`src/rtl/mem_arb_pkg.sv`:
```
// Shared definitions for the memory access arbiter: FSM state encodings,
// owner codes and the default RAM address window.
package mem_arb_pkg;

  localparam int          WORD_LENGTH_DEF = 32;
  localparam logic [15:0] RAM_BASE_HI_DEF = 16'h1001;

  typedef enum logic [1:0] {
    ST_IDLE  = 2'd0,
    ST_ISSUE = 2'd1,
    ST_RESP  = 2'd2
  } state_t;

  typedef enum logic {
    OWN_CPU = 1'b0,
    OWN_DEV = 1'b1
  } owner_t;

  // The upper address half-word selects RAM; everything else maps to ROM.
  function automatic logic is_ram(input logic [15:0] addr_hi, input logic [15:0] base_hi);
    return addr_hi == base_hi;
  endfunction

endpackage

```
`src/rtl/mem_access_arbiter_if.sv`:
```
// Bundle of requester and memory-side signals of the memory access arbiter.
// slave  : the arbiter's view.
// master : the environment's view (core, device and data memory together).
interface mem_access_arbiter_if #(
  parameter int W = 32
) ();

  logic         cpu_req;
  logic         cpu_we;
  logic [W-1:0] cpu_addr;
  logic [W-1:0] cpu_wdata;
  logic         cpu_gnt;
  logic         cpu_rvalid;

  logic         dev_req;
  logic         dev_we;
  logic [W-1:0] dev_addr;
  logic [W-1:0] dev_wdata;
  logic         dev_gnt;
  logic         dev_rvalid;

  logic [W-1:0] rdata;

  logic [W-1:0] mem_addr;
  logic [W-1:0] mem_data;
  logic         mem_we;
  logic         mem_sel;
  logic [W-1:0] mem_q;

  logic         wr_rom_err;

  modport slave (
    input  cpu_req, cpu_we, cpu_addr, cpu_wdata,
    input  dev_req, dev_we, dev_addr, dev_wdata,
    input  mem_q,
    output cpu_gnt, cpu_rvalid, dev_gnt, dev_rvalid, rdata,
    output mem_addr, mem_data, mem_we, mem_sel, wr_rom_err
  );

  modport master (
    output cpu_req, cpu_we, cpu_addr, cpu_wdata,
    output dev_req, dev_we, dev_addr, dev_wdata,
    output mem_q,
    input  cpu_gnt, cpu_rvalid, dev_gnt, dev_rvalid, rdata,
    input  mem_addr, mem_data, mem_we, mem_sel, wr_rom_err
  );

endinterface

```
`src/rtl/mem_access_arbiter_rr_arbiter2.sv`:
```
// Two-way combinational winner select between core and device.
// Default: round-robin, the requester that did not go last wins a tie.
// MEM_ARB_CPU_PRIORITY_EN: fixed priority, the core always wins a tie.
module rr_arbiter2
  import mem_arb_pkg::*;
(
  input  logic   i_cpu_req,
  input  logic   i_dev_req,
  input  owner_t i_last_owner,
  output logic   o_any,
  output owner_t o_winner
);

`ifdef MEM_ARB_CPU_PRIORITY_EN
  logic w_unused_last_owner;
  assign w_unused_last_owner = i_last_owner;
`endif

  // Pick the winner among the active requests.
  // NOTE: every output gets a default first so no path leaves it unassigned and infers a latch.
  always_comb begin
    o_any    = i_cpu_req | i_dev_req;
    o_winner = OWN_CPU;
    if (i_cpu_req && i_dev_req) begin
`ifdef MEM_ARB_CPU_PRIORITY_EN
      o_winner = OWN_CPU;
`else
      o_winner = (i_last_owner == OWN_CPU) ? OWN_DEV : OWN_CPU;
`endif
    end else if (i_dev_req) begin
      o_winner = OWN_DEV;
    end
  end

endmodule

```
`src/rtl/mem_access_arbiter.sv`:
```
// Shares one synchronous data-memory port between the core (requester 0)
// and a device (requester 1). IDLE -> ISSUE -> (RESP) sequencing, ROM/RAM
// decode from the latched address, dropped writes to ROM flagged.
// Optional macro: MEM_ARB_CPU_PRIORITY_EN selects fixed core priority
// instead of round-robin (see rr_arbiter2).
module mem_access_arbiter
  import mem_arb_pkg::*;
#(
  parameter int          WORD_LENGTH = WORD_LENGTH_DEF,
  parameter logic [15:0] RAM_BASE_HI = RAM_BASE_HI_DEF
) (
  input  logic                clk,
  input  logic                reset,
  mem_access_arbiter_if.slave bus
);

  state_t                   r_state;
  state_t                   w_next_state;
  owner_t                   r_owner;
  owner_t                   r_last_owner;
  logic                     r_we;
  logic [WORD_LENGTH-1:0]   r_addr;
  logic [WORD_LENGTH-1:0]   r_wdata;
  logic [WORD_LENGTH-1:0]   r_rdata;

  logic                     w_latch_en;
  logic                     w_any;
  owner_t                   w_winner;
  owner_t                   w_arb_last;
  logic                     w_sel;
  logic                     w_issue;

  // The access finishing in RESP counts as the most recent one for a back-to-back decision.
  assign w_arb_last = (r_state == ST_RESP) ? r_owner : r_last_owner;

  rr_arbiter2 u_arb (
    .i_cpu_req    (bus.cpu_req),
    .i_dev_req    (bus.dev_req),
    .i_last_owner (w_arb_last),
    .o_any        (w_any),
    .o_winner     (w_winner)
  );

  assign w_sel   = is_ram(r_addr[WORD_LENGTH-1 -: 16], RAM_BASE_HI);
  assign w_issue = (r_state == ST_ISSUE);

  // State register.
  // NOTE: sequential state uses non-blocking assignments so all flops update together at the edge.
  always_ff @(posedge clk or posedge reset) begin
    if (reset) r_state <= ST_IDLE;
    else       r_state <= w_next_state;
  end

  // Next-state and per-state handshake/memory control.
  always_comb begin
    w_next_state    = r_state;
    w_latch_en      = 1'b0;
    bus.cpu_gnt     = 1'b0;
    bus.dev_gnt     = 1'b0;
    bus.cpu_rvalid  = 1'b0;
    bus.dev_rvalid  = 1'b0;
    bus.mem_we      = 1'b0;
    bus.mem_sel     = 1'b0;
    bus.wr_rom_err  = 1'b0;
    case (r_state)
      ST_IDLE: begin
        if (w_any) begin
          w_latch_en   = 1'b1;
          w_next_state = ST_ISSUE;
        end
      end
      ST_ISSUE: begin
        bus.cpu_gnt    = (r_owner == OWN_CPU);
        bus.dev_gnt    = (r_owner == OWN_DEV);
        bus.mem_sel    = w_sel;
        bus.mem_we     = r_we & w_sel;
        bus.wr_rom_err = r_we & ~w_sel;
        w_next_state   = r_we ? ST_IDLE : ST_RESP;
      end
      ST_RESP: begin
        bus.cpu_rvalid = (r_owner == OWN_CPU);
        bus.dev_rvalid = (r_owner == OWN_DEV);
        if (w_any) begin
          w_latch_en   = 1'b1;
          w_next_state = ST_ISSUE;
        end else begin
          w_next_state = ST_IDLE;
        end
      end
      default: w_next_state = ST_IDLE;
    endcase
  end

  // Operation latch, ownership history and read-data capture.
  // NOTE: the op latch and read register are reset too, so the memory bus and rdata read 0 after reset.
  always_ff @(posedge clk or posedge reset) begin
    if (reset) begin
      r_owner      <= OWN_CPU;
      r_last_owner <= OWN_DEV;
      r_we         <= 1'b0;
      r_addr       <= '0;
      r_wdata      <= '0;
      r_rdata      <= '0;
    end else begin
      if (w_latch_en) begin
        r_owner <= w_winner;
        r_we    <= (w_winner == OWN_CPU) ? bus.cpu_we    : bus.dev_we;
        r_addr  <= (w_winner == OWN_CPU) ? bus.cpu_addr  : bus.dev_addr;
        r_wdata <= (w_winner == OWN_CPU) ? bus.cpu_wdata : bus.dev_wdata;
      end
      if (w_issue && r_we) r_last_owner <= r_owner;
      if (r_state == ST_RESP) begin
        r_rdata      <= bus.mem_q;
        r_last_owner <= r_owner;
      end
    end
  end

  // Memory q arrives during RESP; pass it through then and hold it afterwards.
  assign bus.rdata    = (r_state == ST_RESP) ? bus.mem_q : r_rdata;
  assign bus.mem_addr = r_addr;
  assign bus.mem_data = r_wdata;

endmodule

```
`src/flat_wrapper.sv`:
```
// flat-port wrapper written by rule: the top's interface ports become plain ports
module mem_access_arbiter_flat import mem_arb_pkg::*;
#(
  parameter int          WORD_LENGTH = WORD_LENGTH_DEF,
  parameter logic [15:0] RAM_BASE_HI = RAM_BASE_HI_DEF
)
  (clk, reset, bus_cpu_req, bus_cpu_we, bus_cpu_addr, bus_cpu_wdata, bus_dev_req, bus_dev_we, bus_dev_addr, bus_dev_wdata, bus_mem_q, bus_cpu_gnt, bus_cpu_rvalid, bus_dev_gnt, bus_dev_rvalid, bus_rdata, bus_mem_addr, bus_mem_data, bus_mem_we, bus_mem_sel, bus_wr_rom_err);
  mem_access_arbiter_if #(.W(32)) bus_i ();
  input  logic clk;
  input  logic reset;
  input wire logic [$bits(bus_i.cpu_req)-1:0] bus_cpu_req;
  input wire logic [$bits(bus_i.cpu_we)-1:0] bus_cpu_we;
  input wire logic [$bits(bus_i.cpu_addr)-1:0] bus_cpu_addr;
  input wire logic [$bits(bus_i.cpu_wdata)-1:0] bus_cpu_wdata;
  input wire logic [$bits(bus_i.dev_req)-1:0] bus_dev_req;
  input wire logic [$bits(bus_i.dev_we)-1:0] bus_dev_we;
  input wire logic [$bits(bus_i.dev_addr)-1:0] bus_dev_addr;
  input wire logic [$bits(bus_i.dev_wdata)-1:0] bus_dev_wdata;
  input wire logic [$bits(bus_i.mem_q)-1:0] bus_mem_q;
  output wire logic [$bits(bus_i.cpu_gnt)-1:0] bus_cpu_gnt;
  output wire logic [$bits(bus_i.cpu_rvalid)-1:0] bus_cpu_rvalid;
  output wire logic [$bits(bus_i.dev_gnt)-1:0] bus_dev_gnt;
  output wire logic [$bits(bus_i.dev_rvalid)-1:0] bus_dev_rvalid;
  output wire logic [$bits(bus_i.rdata)-1:0] bus_rdata;
  output wire logic [$bits(bus_i.mem_addr)-1:0] bus_mem_addr;
  output wire logic [$bits(bus_i.mem_data)-1:0] bus_mem_data;
  output wire logic [$bits(bus_i.mem_we)-1:0] bus_mem_we;
  output wire logic [$bits(bus_i.mem_sel)-1:0] bus_mem_sel;
  output wire logic [$bits(bus_i.wr_rom_err)-1:0] bus_wr_rom_err;
  assign bus_i.cpu_req = bus_cpu_req;
  assign bus_i.cpu_we = bus_cpu_we;
  assign bus_i.cpu_addr = bus_cpu_addr;
  assign bus_i.cpu_wdata = bus_cpu_wdata;
  assign bus_i.dev_req = bus_dev_req;
  assign bus_i.dev_we = bus_dev_we;
  assign bus_i.dev_addr = bus_dev_addr;
  assign bus_i.dev_wdata = bus_dev_wdata;
  assign bus_i.mem_q = bus_mem_q;
  assign bus_cpu_gnt = bus_i.cpu_gnt;
  assign bus_cpu_rvalid = bus_i.cpu_rvalid;
  assign bus_dev_gnt = bus_i.dev_gnt;
  assign bus_dev_rvalid = bus_i.dev_rvalid;
  assign bus_rdata = bus_i.rdata;
  assign bus_mem_addr = bus_i.mem_addr;
  assign bus_mem_data = bus_i.mem_data;
  assign bus_mem_we = bus_i.mem_we;
  assign bus_mem_sel = bus_i.mem_sel;
  assign bus_wr_rom_err = bus_i.wr_rom_err;
  mem_access_arbiter #(.WORD_LENGTH(WORD_LENGTH), .RAM_BASE_HI(RAM_BASE_HI)) u_core (.clk(clk), .reset(reset), .bus(bus_i));
endmodule
```
`config.mk`:
```
export PLATFORM = sky130hd
export DESIGN_NAME = mem_access_arbiter_flat
export DESIGN_NICKNAME = d
export VERILOG_FILES = /design/src/rtl/mem_arb_pkg.sv /design/src/rtl/mem_access_arbiter_if.sv /design/src/rtl/mem_access_arbiter_rr_arbiter2.sv /design/src/rtl/mem_access_arbiter.sv /design/src/flat_wrapper.sv
export SDC_FILE = /design/constraint.sdc
export NUM_CORES = 1
export LEC_CHECK = 0
export CORE_MARGIN = 2
export CORE_UTILIZATION = 34
export CTS_CLUSTER_DIAMETER = 200
export DETAILED_ROUTE_END_ITERATION = 16
export PLACE_DENSITY = 0.77
export SYNTH_ARGS = -nofsm -noshare
export SYNTH_HDL_FRONTEND = slang
export SYNTH_SLANG_ARGS = --single-unit
```
`constraint.sdc`:
```
create_clock -name clk -period 3.3 [get_ports clk]
set_clock_uncertainty 0.1 [all_clocks]
set_input_delay 0.495 -clock clk [delete_from_list [all_inputs] [get_ports clk]]
set_output_delay 0.495 -clock clk [all_outputs]
set_load 0.1 [all_outputs]
```
==> results of run 1 <==
## registers in the layout, summed over array words and instances (netlist names)
register / count
u_core.r_last_owner: 1
u_core.r_owner: 1
u_core.r_rdata: 32
u_core.bus.mem_addr: 32
u_core.r_state: 2
u_core.bus.mem_data: 32
u_core.r_we: 1
## final timing paths
kind	startpoint	slack, ns	end
max	u_core.bus.mem_addr[25]	0.65	bus_mem_sel
min	u_core.r_last_owner	0.39	u_core.r_last_owner
max reg2reg	u_core.r_state[0]	1.04	u_core.bus.mem_addr[6]
min reg2reg	u_core.r_last_owner	0.39	u_core.r_last_owner
max in group asynchronous	reset	1.81	u_core.r_last_owner
min in group asynchronous	reset	0.52	u_core.r_rdata[23]
## power groups by stage
stage	Combinational (mW)	Clock [mW]	Sequential (mW)
2_1_floorplan	2.32	0	3.10
3_3_place_gp	4.57	0	1.81
3_5_place_dp	4.61	0	1.84
4_1_cts	4.62	1.18	1.82
5_1_grt	4.74	1.22	1.86
6_report	4.59	1.15	1.81
## area by class of cell
class                           instances  share of cell area [%]
Multi-Input combinational cell        253                    23.9
Clock inverter                          5                    1.14
Inverter                                2                   0.136
Timing Repair Buffer                  274                    34.1
Clock buffer                           11                    3.31
Tap cell                              172                    2.93
Sequential cell                       101                    34.5
## synthesized netlist by cell type
| cell type | number | area share [%] |
|---|---|---|
| dfrtp_1 | 100 | 57 |
| nor2_1 | 72 | 6.1 |
| a21oi_1 | 66 | 7.5 |
| mux2i_1 | 65 | 15 |
| mux2_2 | 32 | 8.2 |
| clkbuf_1 | 15 | 1.3 |
| buf_6 | 5 | 1.3 |
| buf_2 | 3 | 0.34 |
| nand2_1 | 3 | 0.26 |
| nor2b_1 | 3 | 0.43 |
| and2_1 | 2 | 0.28 |
| buf_4 | 2 | 0.34 |
| inv_1 | 2 | 0.17 |
| nor4_1 | 2 | 0.28 |
| nor4b_1 | 2 | 0.40 |
| dfstp_2 | 1 | 0.60 |
| nand2b_1 | 1 | 0.14 |
| nand4_1 | 1 | 0.14 |
| nand4b_1 | 1 | 0.20 |
| o211ai_2 | 1 | 0.28 |
| o21ai_0 | 1 | 0.11 |
| o22ai_1 | 1 | 0.14 |
## metal layers
layer | GRT usage (%) | vias up
met5 | 0 | -
met3 | 7.07 | 15
li1 | - | 1833
met1 | 20.9 | 1809
met2 | 34.1 | 175
met4 | 5.65 | 0
## logic make-up (layout without fill, tap and decap cells)
logic type,count (synthesis),in the layout,synth area share (%)
flip-flops,101,101,57.4
buffers and inverters,27,292,3.41
multiplexers,97,97,22.9
AND/OR/NAND/NOR,87,87,8.26
AO/OA/AOI/OAI,69,69,8.03
## cells in the final DEF, fill, tap and decap left out, types with 2 or more instances in the layout
| cell type | n |
|---|---|
| a21oi_1 | 66 |
| and2_1 | 2 |
| buf_4 | 101 |
| bufinv_16 | 2 |
| clkbuf_16 | 9 |
| clkdlybuf4s50_1 | 172 |
| clkinvlp_4 | 2 |
| dfrtp_1 | 100 |
| mux2_2 | 32 |
| mux2i_1 | 65 |
| nand2_1 | 3 |
| nor2_1 | 71 |
| nor2b_1 | 2 |
| nor4_1 | 2 |
| nor4b_1 | 2 |
## worst reg2reg max path: stages (launching register included)
cell and delay, ns:
dfrtp_1 0.51, nor2b_4 0.06, buf_4 0.27, o211ai_4 0.24
buf_4 0.50, mux2i_1 0.30, a21oi_1 0.11
## through the flow
step           hold slack, ns  instances  util, %
6_report                0.393        818     58.1
2_1_floorplan           0.349        381        -
4_1_cts                 0.396        818     58.1
3_5_place_dp            0.386        802     55.5
5_1_grt                 0.408        818     58.1
3_3_place_gp            0.367        802     55.5
==> results_dict.tcl, run 1 <==
set metrics [dict create \
    end_kind "output port" \
    synth-warning-count 0 \
    p_seq_share_pct 24.0 \
    ys_types 22 \
    grt_pass1_vias 4068 \
    postCtsSetupBuffers 0 \
    wl_met1_mm 5.06 \
    cts_made_buffers 9 \
    cts_resized 0 \
    syn-instance-count 381 \
    start_util_pct 34.9 \
    synth-seq-area-share_pct 57.4 \
    gp_congestion 0.772 \
    num_rows 41 \
    dieArea_um2 13900 \
    clk_pin_slew_ns 0.07 \
    max_stage_delay_ns 0.54 \
    drcViolationCount 0 \
    place_ws_ns 0.806 \
    cts.path.max_buffers 2 \
    final-setup-viol-count 0 \
    critPathLaunchType "flip-flop" \
    n_fill_cell 1067 \
    peakVddDrop_mv 0.453 \
    p_int_mw 3.35 \
    area_growth_syn_to_layout_pct 66.4 \
    fin_crit_sh_pct 80.4 \
    crit_arrival_ns 2.06 \
    required_ns 2.70 \
    drt-total-wl_mm 13.0 \
    cts_tree "done" \
    powerDensity_nw_per_um2 1030 \
    core-area_um2 12600 \
    power_frac_clock_pct 15.2 \
    top_layer "met4" \
    cts_root_buf "clkbuf_16" \
    period_needed_ns 2.65 \
    synth_nets 547 \
    antenna_found_initial 0 \
    cts.sinks 101 \
    met2_length_mm 6.68 \
    layout-drive-gt1-share_pct 23.8 \
    port_buffers 268 \
    tightest_slew_ns 0.988 \
    ctsHtreeMaxLevel 3 \
    swShare_pct 55.6 \
    rsz0062_at_grt "false" \
    grt_start_max_net_pins 90 \
    min_path_type "flip-flop to flip-flop" \
    first_pass_iters 4 \
    diodes 0 \
    cpLargestDelayFamily "simple AND/OR/NAND/NOR gates" \
    route.vias.total 3832 \
    cp.buffers_inverters 1 \
    dr.first_iter.drc_count 118 \
    syn_area_um2 4410 \
    hpwl_mm 10.0 \
    combPwrFrac_pct 60.8 \
    ios 269 \
    final_nets 807 \
    cp.depth 4 \
    place_area_um2 7010 \
    syn_area_per_cell_um2 11.6 \
    multi_input_area_um2 1750 \
    postCtsHoldBufs 0 \
    overflow 0 \
    final_antenna_net_count 0 \
    outcome "finished, final reports clean" \
    maxCapViolations 0 \
    die_w_um 118 \
    clk_latency_ns 0.34 \
    min_path_cells 2 \
    finalSetupTns_ns 0 \
    die-height_um 118 \
    wl_met3_mm 1.09 \
    path_max_fanout 3 \
    avgRoutedWirePerCell_um 15.9 \
    synth_seq_cells 101 \
    fmax_ghz 0.377 \
    slowest_stage "nor4_1" \
    hold_viol 0 \
    worstSetupPathType "flip-flop to output port" \
    p_leak_nw 3.28 \
    slew_violations 0 \
    grt_pass1_wl_mm 20.9 \
    fin_area_um2 7330 \
    fin_ws_ns 0.646 \
    grt_usage_pct 19.0 \
    reg2reg_depth 6 \
    power_switching_mw 4.20 \
    area.sequential_um2 2530 \
    total_power_mw 7.55 \
    slew_headroom_pct 33.9 \
    crit_chain "nor4_1 > nand4_1 > nor2_1 > buf_4" \
    viasPerCell 4.68 \
]
No activity file was read; power rests on OpenSTA's default activity.
==> inputs of run 2 (changes only) <==
clock period = 2.25 ns   (was 3.3 ns; I/O delays follow)
==> results_dict.tcl, run 2 (synthesis results as in run 1) <==
set metrics [dict create \
    viasPerCell 4.67 \
    die-height_um 118 \
    cts_made_buffers 9 \
    slew_headroom_pct 71.7 \
    dieArea_um2 13900 \
    avgRoutedWirePerCell_um 16.6 \
    port_buffers 268 \
    overflow 0 \
    cts.path.max_buffers 2 \
    slew_violations 0 \
    fin_crit_sh_pct 98.2 \
    rsz0062_at_grt "true" \
    fin_area_um2 8110 \
    outcome "finished, final reports clean" \
    place_area_um2 7610 \
    period_needed_ns 2.21 \
    layout-drive-gt1-share_pct 30.2 \
    die_w_um 118 \
    max_stage_delay_ns 0.42 \
    cts_root_buf "clkbuf_16" \
    cpLargestDelayFamily "buffers and inverters" \
    area.sequential_um2 2550 \
    core-area_um2 12600 \
    finalSetupTns_ns 0 \
    grt_pass1_vias 4158 \
    dp_cells 805 \
    cts.sinks 101 \
    peakVddDrop_mv 0.664 \
    slowest_stage "dfrtp_2" \
    final-setup-viol-count 0 \
    crit_arrival_ns 1.77 \
    n_fill_cell 989 \
    tightest_slew_ns 0.425 \
    powerDensity_nw_per_um2 1500 \
    grt_usage_pct 20.3 \
    first_pass_iters 4 \
    postLayoutCoreUtil_pct 64.3 \
    clk_pin_slew_ns 0.07 \
    multi_input_area_um2 1840 \
    required_ns 1.81 \
    antenna_found_initial 0 \
    ios 269 \
    route.vias.total 3888 \
    min_path_type "input pin to async pin" \
    crit_chain "nor2b_4 > buf_4 > buf_16 > mux2_2 > buf_12" \
    diodes 0 \
    final_nets 821 \
    hpwl_mm 10.3 \
    stdcell_count 832 \
    fmax_ghz 0.453 \
    critPathLaunchType "flip-flop" \
    gp_congestion 0.806 \
    cp.buffers_inverters 3 \
    area_growth_syn_to_layout_pct 84.0 \
    final_antenna_net_count 0 \
    hold_viol 0 \
    num_rows 41 \
    ctsHtreeMaxLevel 3 \
    start_util_pct 34.9 \
    worstSetupPathType "flip-flop to output port" \
    grt_start_max_net_pins 71 \
    end_kind "output port" \
    drcViolationCount 0 \
    maxCapViolations 0 \
    path_max_fanout 16 \
    p_leak_nw 3.56 \
    cts_tree "done" \
    holdWs_ns 0.326 \
    dr.first_iter.drc_count 113 \
    final_common_cell "clkdlybuf4s50_1" \
    most-common-layout-cells "clkdlybuf4s50_1, dfrtp_1, buf_4" \
    drt-total-wl_mm 13.8 \
    grt_pass1_wl_mm 22.2 \
    clk_latency_ns 0.34 \
]
run 2: cell count changes in the layout (fill, tap and decap cells not counted), sizes merged:
cell           previous run  this run
buf                     102       122
clkdlybuf4s50           172       165
bufinv                    2         1
clkinv                    1         2
clkinvlp                  2         3
run 2: layer usage:
metal  part of all wire (%)  track usage, %
met3                    8.2            6.59
met5                      0               0
met2                     50            35.2
met4                    2.2            7.45
met1                     39            23.3
run 2: final timing paths:
| check | startpoint | to | slack, ns | cells after the start |
|---|---|---|---|---|
| hold / removal | reset | u_core.r_rdata[25] | 0.33 | 3 |
| setup reg to reg | u_core.r_state[1] | u_core.bus.mem_addr[29] | 0.23 | 7 |
| setup / recovery | u_core.r_state[0] | bus_rdata[30] | 0.04 | 5 |
| hold reg to reg | u_core.r_last_owner | u_core.r_last_owner | 0.39 | 2 |
| min in group clk | u_core.r_last_owner | u_core.r_last_owner | 0.39 | 2 |
| max in group asynchronous | reset | u_core.bus.mem_addr[28] | 1.33 | 3 |
run 2: per-stage QoR:
stage | worst slack (ns) | power [mW]
floorplan | -0.301 | 7.97
global placement | 0.0459 | 10.4
detailed placement | 0.0781 | 10.5
CTS | 0.0179 | 12.2
global route | -0.0170 | 12.6
finish | 0.0407 | 12.2
run 2: repair_timing:
item                                    4_1_cts  5_1_grt
endpoints found under the hold margin         0        0
buffers inserted                              3        6
gates resized for setup                      10        4
endpoints found under the setup margin       35       34
hold buffers                                  0        0
gates cloned                                  1        1
pin swaps                                     2        3
run 2: cell type report:
type	instances	area share, %
Timing Repair Buffer	288	39.3
Multi-Input combinational cell	253	22.6
Inverter	2	0.139
Clock inverter	6	0.879
Tap cell	172	2.65
Clock buffer	10	2.95
Sequential cell	101	31.4
run 2: power by group:
group	internal [mW]	total (mW)	switching, mW	leakage (nW)
combinational	2.43	7.87	5.44	2.28
clock	0.901	1.61	0.705	0.145
sequential	2.40	2.69	0.291	1.14
run 2: worst reg2reg max path, delay by kind of cell (launching register included):
kind	cells	cell delay, ns
AO/OA/AOI/OAI	2	0.42
buffers and inverters	3	0.56
flip-flops	1	0.40
multiplexers	1	0.27
AND/OR/NAND/NOR	1	0.14
